`config.mk`:
```
export PLATFORM = sky130hd
export DESIGN_NAME = regop_scheduler
export DESIGN_NICKNAME = d
export VERILOG_FILES = /design/src/rtl/regop_scheduler.sv
export SDC_FILE = /design/constraint.sdc
export NUM_CORES = 1
export LEC_CHECK = 0
export CORE_MARGIN = 1
export CORE_UTILIZATION = 38
export CTS_BUF_LIST = sky130_fd_sc_hd__clkbuf_4 sky130_fd_sc_hd__clkbuf_8
export CTS_CLUSTER_DIAMETER = 150
export DETAILED_ROUTE_END_ITERATION = 8
export PLACE_DENSITY_LB_ADDON = 0.3
export SYNTH_ARGS = -nofsm -noshare
export SYNTH_HDL_FRONTEND = slang
export SYNTH_SLANG_ARGS = --single-unit
```
`constraint.sdc`:
```
create_clock -name clk -period 2.2 [get_ports clk]
set_input_delay 0.33 -clock clk [delete_from_list [all_inputs] [get_ports clk]]
set_output_delay 0.33 -clock clk [all_outputs]
set_load 0.01 [all_outputs]
```
`src/rtl/regop_scheduler.sv`:
```
// regop_scheduler: two-requester round-robin command scheduler driving a
// 4-bit working register with load / complement / shift-right / shift-left
// commands, each repeated cnt+1 times (load always runs once).
//
// state | meaning
// ------+----------------------------------------------------------------
// IDLE  | arbitrate, accept at most one command, hold q
// EXEC  | apply one step per cycle, leave after the final step with done
module regop_scheduler #(
    parameter int CNT_W = 3
) (
    input  logic             clk,
    input  logic             reset,
    input  logic             req0_valid,
    output logic             req0_ready,
    input  logic [1:0]       req0_op,
    input  logic [3:0]       req0_data,
    input  logic [CNT_W-1:0] req0_cnt,
    input  logic             req1_valid,
    output logic             req1_ready,
    input  logic [1:0]       req1_op,
    input  logic [3:0]       req1_data,
    input  logic [CNT_W-1:0] req1_cnt,
    output logic [3:0]       q,
    output logic             busy,
    output logic             done,
    output logic             done_id
);

    typedef enum logic {IDLE = 1'b0, EXEC = 1'b1} state_t;

    localparam logic [1:0] OP_LOAD = 2'b00;
    localparam logic [1:0] OP_COMP = 2'b01;
    localparam logic [1:0] OP_SHR  = 2'b10;
    localparam logic [1:0] OP_SHL  = 2'b11;

    state_t           state_q, state_d;
    logic [3:0]       q_q, q_d;
    logic [1:0]       op_q, op_d;
    logic [3:0]       data_q, data_d;
    logic             id_q, id_d;
    logic [CNT_W-1:0] rem_q, rem_d;
    logic             done_q, done_d;
    logic             done_id_q, done_id_d;
    logic             last_id_q, last_id_d;

    logic             grant_vld;
    logic             grant_id;
    logic [1:0]       sel_op;
    logic [3:0]       sel_data;
    logic [CNT_W-1:0] sel_cnt;

    // Round-robin grant: a lone requester always wins, a tie goes to the
    // requester that was not served last.
    always_comb begin
        grant_vld = 1'b0;
        grant_id  = 1'b0;
        if (state_q == IDLE) begin
            if (req0_valid && req1_valid) begin
                grant_vld = 1'b1;
                grant_id  = ~last_id_q;
            end else if (req0_valid) begin
                grant_vld = 1'b1;
                grant_id  = 1'b0;
            end else if (req1_valid) begin
                grant_vld = 1'b1;
                grant_id  = 1'b1;
            end
        end
    end

    assign req0_ready = grant_vld && !grant_id && reset;
    assign req1_ready = grant_vld &&  grant_id && reset;

    assign sel_op   = grant_id ? req1_op   : req0_op;
    assign sel_data = grant_id ? req1_data : req0_data;
    assign sel_cnt  = grant_id ? req1_cnt  : req0_cnt;

    // Next-state: accept in IDLE, one datapath step per EXEC cycle.
    always_comb begin
        state_d   = state_q;
        q_d       = q_q;
        op_d      = op_q;
        data_d    = data_q;
        id_d      = id_q;
        rem_d     = rem_q;
        done_d    = 1'b0;
        done_id_d = done_id_q;
        last_id_d = last_id_q;
        case (state_q)
            IDLE: begin
                if (grant_vld) begin
                    op_d    = sel_op;
                    data_d  = sel_data;
                    id_d    = grant_id;
                    rem_d   = (sel_op == OP_LOAD) ? '0 : sel_cnt;
                    state_d = EXEC;
                end
            end
            EXEC: begin
                case (op_q)
                    OP_LOAD: q_d = data_q;
                    OP_COMP: q_d = ~q_q;
                    OP_SHR:  q_d = {1'b0, q_q[3:1]};
                    OP_SHL:  q_d = {q_q[2:0], 1'b0};
                    default: q_d = q_q;
                endcase
                if (rem_q == '0) begin
                    state_d   = IDLE;
                    done_d    = 1'b1;
                    done_id_d = id_q;
                    last_id_d = id_q;
                end else begin
                    rem_d = rem_q - CNT_W'(1);
                end
            end
            default: state_d = IDLE;
        endcase
    end

    // State and datapath registers; reset discards any in-flight command.
    always_ff @(posedge clk or negedge reset) begin
        if (!reset) begin
            state_q   <= IDLE;
            q_q       <= 4'b0000;
            op_q      <= OP_LOAD;
            data_q    <= 4'b0000;
            id_q      <= 1'b0;
            rem_q     <= '0;
            done_q    <= 1'b0;
            done_id_q <= 1'b0;
            last_id_q <= 1'b1;
        end else begin
            state_q   <= state_d;
            q_q       <= q_d;
            op_q      <= op_d;
            data_q    <= data_d;
            id_q      <= id_d;
            rem_q     <= rem_d;
            done_q    <= done_d;
            done_id_q <= done_id_d;
            last_id_q <= last_id_d;
        end
    end

    assign q       = q_q;
    assign busy    = (state_q == EXEC);
    assign done    = done_q;
    assign done_id = done_id_q;

endmodule
```
Yosys cells after proc, flatten, opt, wreduce, memory -nomap -nowiden
Cells that the tools add are included.
{"block": "classes", "n_bitwise": 3, "reduce_logical": 12, "add_sub_neg": 1, "muxes": 20, "eq_ne": 5}
{"op": "4-bit one-hot mux with 4 select lines", "n": 1}
{"op": "3-bit two-way mux", "n": 4}
{"op": "1-bit two-way mux", "n": 11}
{"op": "3-bit one-hot mux with 2 select lines", "n": 1}
{"op": "2-bit AND reduction", "n": 3}
{"op": "1-bit logical AND", "n": 5}
{"op": "2-bit == test, second input constant", "n": 2}
{"op": "2-bit logical NOT", "n": 2}
{"op": "4-bit two-way mux", "n": 1}
{"op": "2-bit != test, second input constant", "n": 2}
{"op": "4-bit inverter", "n": 1}
{"op": "3-bit logical NOT", "n": 1}
{"op": "3-bit by 1-bit subtractor with 3-bit output, second input constant", "n": 1}
{"op": "2-bit by 1-bit == test with 1-bit output, second input constant", "n": 1}
{"op": "2-bit two-way mux", "n": 1}
{"op": "1-bit inverter", "n": 2}
{"op": "1-bit one-hot mux with 2 select lines", "n": 1}
{"op": "1-bit logical NOT", "n": 1}
{"block": "totals", "reg_bits": 18, "wordCells": 50, "output_inout_bits": 9, "inputBits": 22}

Longest topological paths before layout
{"block": "depth", "depth_word": 9, "ltp_mapped": 6, "mapped_depth_nobuf": 5}

Worst setup path before layout
No wires, ideal clock.
{"block": "synth_timing", "kind": "register to output", "startpoint": "register state_q, in the netlist busy", "endpoint": "output port req0_ready", "setup_slack_ns": 0.627, "path_stages_with_launch": 6, "t_arrival_ns": 1.243, "path_buffers": 2, "t_required_ns": 1.870, "path_cell_list": "dfrtp_1 buf_2 o21ba_2 buf_4 nand2_1 nor2_1"}
{"block": "synth_between", "elab_chain_len": 4, "elab_cells_between_ends": 5, "classes_between": "mux (2); reduce/logical (3)"}
{"element": "start, declared", "line_no": "37", "text": "state_t state_q, state_d;"}
{"element": "start signal, assigned", "line_no": "134", "text": "state_q <= state_d;"}
{"element": "1-bit two-way mux", "line_no": "58", "text": "if (state_q == IDLE) begin"}
{"element": "1-bit logical NOT", "line_no": "72", "text": "assign req0_ready = grant_vld && !grant_id && reset;"}
{"element": "1-bit logical AND (*) (2 in a row)", "line_no": "72"}
{"element": "end, declared", "line_no": "15", "text": "output logic req0_ready,"}
Mark *: on every way between the ends. The rest lies on a longest branch, timed or not.

Final worst setup path
{"block": "layout_timing", "startpoint": "input port req1_valid", "endpoint": "output port req1_ready"}
{"block": "layout_between", "elab_chain_len": 6, "elab_cells_between_ends": 10, "classes_between": "mux (7); reduce/logical (3)"}
{"element": "start, declared", "line_no": "19", "text": "input logic req1_valid,"}
{"element": "1-bit two-way mux", "line_no": "65", "text": "end else if (req1_valid) begin"}
{"element": "1-bit two-way mux", "line_no": "62", "text": "end else if (req0_valid) begin"}
{"element": "1-bit two-way mux", "line_no": "59", "text": "if (req0_valid && req1_valid) begin"}
{"element": "1-bit two-way mux", "line_no": "58"}
{"element": "1-bit logical AND (*) (2 in a row)", "line_no": "73", "text": "assign req1_ready = grant_vld && grant_id && reset;"}
{"element": "end, declared", "line_no": "20", "text": "output logic req1_ready,"}
Marked as above.

==> flow_summary.ini <==
[drt]
initialDrtViolationCount = 25
via_count = 939
detail_route.drc_violations = 0
route.detailed.vias_per_inst = 5.62
antenna_left = 0
detail_route.first_pass.iterations = 4
postRouteWirelength_um = 2500
wl_per_cell_um = 15.0

[timing]
setup_violations = 0
drv_slew = 0
fin_crit_sh_pct = 96.8
worst_hold_slack_ps = 414
worst_clock_skew_ps = 7.67
setup_repair_after_global_routing_missed_its_margin = false
period_needed_ps = 2130
timing_hold_violations_final = 0
timing.setup.tns_ps = 0
max-slew-margin-rel_pct = 81.2
clock.fmax_mhz = 469
tightest_slew_ps = 280

[setup_path]
worstPathMaxFanout = 5
crit_start = req1_valid
worst-path-buf-inv = 2
path_delay_family = buffers and inverters
timing.critical_path.arrival_ps = 1800
path_cells = clkdlybuf4s50_1 > a21boi_2 > and3_1 > clkdlybuf4s50_1
timing.critical_path.slowest_stage_cell = sky130_fd_sc_hd__clkdlybuf4s50_1
critPathRequiredTime_ps = 1870
timing.rr.end = rem_q[2]
crit_path_most_repeated_cell = sky130_fd_sc_hd__clkdlybuf4s50_1
worst_setup_path_end_kind = output pin
reg2reg_setup_slack_ps = 540
criticalPathCategory = input pin to output pin
worst_r2r_startpoint = rem_q[0]
critical_path.max_stage_delay_ps = 550
rr_worst_depth = 5
start_kind = input pin

[global_routing]
grt_start_max_net_pins = 15
grt_overflow = 0
via_count_of_the_first_global_routing_pass = 875
wire_length_of_the_first_global_routing_pass_um = 3930
grtUsageTotal_pct = 19.5
grt_antenna_before_repair = 0

[cts]
number_of_cts_inserted_buffers = 3
tritoncts = built
post_cts.repair.setup_buffers = 0
clock_sink_count = 18
max-clock-path-buffers = 2
cts_hold_buffers = 0
cts-htree-levels = 1
clock_latency_ps = 300
clkTransAtPathRegs_ps = 110
clk_root_buffer_cell = sky130_fd_sc_hd__clkbuf_4
post_cts_resized = 0

[power_and_ir_drop]
clock_power_share_pct = 10.5
net-switching-power_w = 0.000646
power_frac_comb_pct = 52.4
max_ir_drop_vdd_v = 0.000610
switching_share_pct = 36.1
intPower_w = 0.00114
power_density_nw_per_um2 = 1270
seq_power_share_pct = 37.1
cellLeakagePower_nw = 0.622

[yosys]
post_synth_instance_area_um2 = 1010
synthesized_area_divided_by_synthesized_cell_count_um2 = 10.1
top_cell_type_s_share_of_synthesized_area_pct = 42.2
net_count_synth = 124
synth-seq-area-share_pct = 44.8
netlist_instances = 100
count_of_different_cell_masters_after_synthesis = 32
number_of_synthesized_register_bits = 18
yosys_warnings = 0
post_synth_main_area_contributors = sky130_fd_sc_hd__dfrtp_1 42%, sky130_fd_sc_hd__a31oi_1 5.0%, sky130_fd_sc_hd__mux4_2 4.5%, sky130_fd_sc_hd__nor2_1 4.5%, sky130_fd_sc_hd__and3_1 4.3%
cell_taking_the_most_area_after_synthesis = sky130_fd_sc_hd__dfrtp_1

[final_layout]
area.sequential_um2 = 452
syn2layout_area_growth_pct = 39.3
antenna_cells = 0
finish.net_count = 162
multi_input_gate_area_in_the_final_layout_um2 = 507
fillers = 227
drive_above_1_share_pct = 15.3

[floorplan]
start_util_pct = 40.3
dieWidth_um = 53.5
placeableCoreArea_um2 = 2500
site_rows = 18
vert_die_dim_um = 53.5
ioPinCount = 31
fp.dieArea_um2 = 2860

[job]
maxCapViolations = 0

[outcome]
outcome = completed

[place]
io_buffer_count = 30
replace_congestion = 0.827
detailedPlacementHpwl_um = 1840

[min_path]
hold_class = input pin to async pin
-- metrics by stage --
stage | area [um2] | utilization (%) | setup slack (ps) | power, W | std cells
2_1_floorplan | 1010 | - | 627 | 0.00127 | 100
3_3_place_gp | 1380 | 55.0 | 90.8 | 0.00156 | 163
3_5_place_dp | 1380 | 55.0 | 80.5 | 0.00160 | 163
4_1_cts | 1410 | 56.2 | 66.4 | 0.00180 | 167
5_1_grt | 1410 | 56.2 | 22.3 | 0.00192 | 167
6_report | 1410 | 56.2 | 69.3 | 0.00179 | 167
-- worst max-delay path by stage --
stage,to,depth (start not counted)
final,req1_ready,4
after detailed placement,req0_ready,5
after global placement,req1_ready,4
after floorplan,req0_ready,5
after global routing,req1_ready,4
after CTS,req1_ready,4
-- synthesized netlist by cell type --
| master | count |
|---|---|
| sky130_fd_sc_hd__inv_1 | 5 |
| sky130_fd_sc_hd__nor2_1 | 12 |
| sky130_fd_sc_hd__o21ai_0 | 8 |
| sky130_fd_sc_hd__clkbuf_1 | 2 |
| sky130_fd_sc_hd__and3b_1 | 1 |
| sky130_fd_sc_hd__mux2_1 | 2 |
| sky130_fd_sc_hd__or3_1 | 1 |
| sky130_fd_sc_hd__mux2_4 | 1 |
| sky130_fd_sc_hd__mux2_2 | 2 |
| sky130_fd_sc_hd__a21boi_2 | 1 |
| sky130_fd_sc_hd__o21ba_2 | 1 |
| sky130_fd_sc_hd__buf_2 | 1 |
| sky130_fd_sc_hd__a31oi_1 | 8 |
| sky130_fd_sc_hd__dfstp_2 | 1 |
| sky130_fd_sc_hd__buf_6 | 1 |
| sky130_fd_sc_hd__nand2_1 | 2 |
| sky130_fd_sc_hd__nor3_1 | 1 |
| sky130_fd_sc_hd__o21ba_1 | 2 |
| sky130_fd_sc_hd__ha_1 | 2 |
| sky130_fd_sc_hd__nand2b_1 | 3 |
| sky130_fd_sc_hd__dfrtp_1 | 17 |
| sky130_fd_sc_hd__a21bo_2 | 1 |
| sky130_fd_sc_hd__a21o_1 | 1 |
| sky130_fd_sc_hd__mux4_2 | 2 |
| sky130_fd_sc_hd__buf_4 | 1 |
| sky130_fd_sc_hd__o21ai_1 | 1 |
| sky130_fd_sc_hd__a21oi_1 | 2 |
| sky130_fd_sc_hd__o32a_1 | 3 |
| sky130_fd_sc_hd__a31o_1 | 1 |
| sky130_fd_sc_hd__nand3_1 | 6 |
| sky130_fd_sc_hd__a32oi_1 | 1 |
| sky130_fd_sc_hd__and3_1 | 7 |
-- layout by cell type, fill, tap and decap left out --
master | Yosys | final
sky130_fd_sc_hd__mux4_2 | 2 | 2
sky130_fd_sc_hd__dfstp_2 | 1 | 1
sky130_fd_sc_hd__o21ai_1 | 1 | 1
sky130_fd_sc_hd__o21ba_1 | 2 | 2
sky130_fd_sc_hd__and3_1 | 7 | 7
sky130_fd_sc_hd__a21bo_2 | 1 | 1
sky130_fd_sc_hd__o21ai_0 | 8 | 8
sky130_fd_sc_hd__mux2_4 | 1 | 1
sky130_fd_sc_hd__ha_1 | 2 | 2
sky130_fd_sc_hd__nor3_1 | 1 | 1
sky130_fd_sc_hd__o32a_1 | 3 | 3
sky130_fd_sc_hd__buf_4 | 1 | 8
sky130_fd_sc_hd__clkbuf_4 | 0 | 4
sky130_fd_sc_hd__a21o_1 | 1 | 1
sky130_fd_sc_hd__clkdlybuf4s50_1 | 0 | 30
sky130_fd_sc_hd__a21boi_2 | 1 | 1
sky130_fd_sc_hd__nand3_1 | 6 | 6
sky130_fd_sc_hd__a31oi_1 | 8 | 8
sky130_fd_sc_hd__nand2b_1 | 3 | 3
sky130_fd_sc_hd__a21oi_1 | 2 | 2
sky130_fd_sc_hd__a31o_1 | 1 | 1
sky130_fd_sc_hd__a32oi_1 | 1 | 1
sky130_fd_sc_hd__nor2_1 | 12 | 12
sky130_fd_sc_hd__o21ba_2 | 1 | 1
sky130_fd_sc_hd__and3b_1 | 1 | 1
sky130_fd_sc_hd__mux2_1 | 2 | 2
sky130_fd_sc_hd__mux2_2 | 2 | 2
sky130_fd_sc_hd__dfrtp_1 | 17 | 17
sky130_fd_sc_hd__nand2_1 | 2 | 2
sky130_fd_sc_hd__inv_1 | 5 | 5
sky130_fd_sc_hd__or3_1 | 1 | 1
-- routing by layer --
metal  track usage [%]  vias to the layer above  part of all wire [%]
met1              25.1                      445                    43
met4              7.46                        0                   1.7
li1                  -                      443                     -
met5                 0                        -                     0
met2              32.9                       45                    48
met3              2.59                        6                   7.3
-- power by group through the flow --
stage / clock [W] / combinational (W) / sequential [W]
finish: 0.000188 / 0.000938 / 0.000663
global route: 0.000202 / 0.00104 / 0.000686
CTS: 0.000191 / 0.000944 / 0.000660
detailed placement: 0 / 0.000934 / 0.000669
global placement: 0 / 0.000902 / 0.000660
floorplan: 0 / 0.000622 / 0.000647
-- state kept, by name (all words and copies together), names as in the netlist --
signal / flops
busy: 1
data_q: 4
done: 1
done_id: 1
id_q: 1
last_id_q: 1
op_q: 2
q: 4
rem_q: 3
-- worst register-to-register path: stages (launching register included) --
cell,delay [ps]
sky130_fd_sc_hd__dfrtp_1,390
sky130_fd_sc_hd__inv_1,70
sky130_fd_sc_hd__ha_1,220
sky130_fd_sc_hd__or3_1,380
sky130_fd_sc_hd__a31o_1,220
sky130_fd_sc_hd__o32a_1,280
-- final cells by class --
type / count / share of cell area, %
Multi-Input combinational cell: 72 / 36.1
Sequential cell: 18 / 32.1
Timing Repair Buffer: 38 / 25.6
Tap cell: 30 / 2.67
Clock buffer: 4 / 2.14
Inverter: 5 / 1.34
-- kinds of logic (layout without fill, tap and decap cells) --
kind of cell	Yosys count	after routing	share of synthesized area, %
buffers and inverters	10	47	4.96
adders and majority gates	2	2	2.48
AOI/OAI and AO/OA	30	30	21.0
muxes	7	7	10.4
and+or+nand+nor	33	33	16.4
DFF	18	18	44.8
No activity file was read; power rests on OpenSTA's default activity.
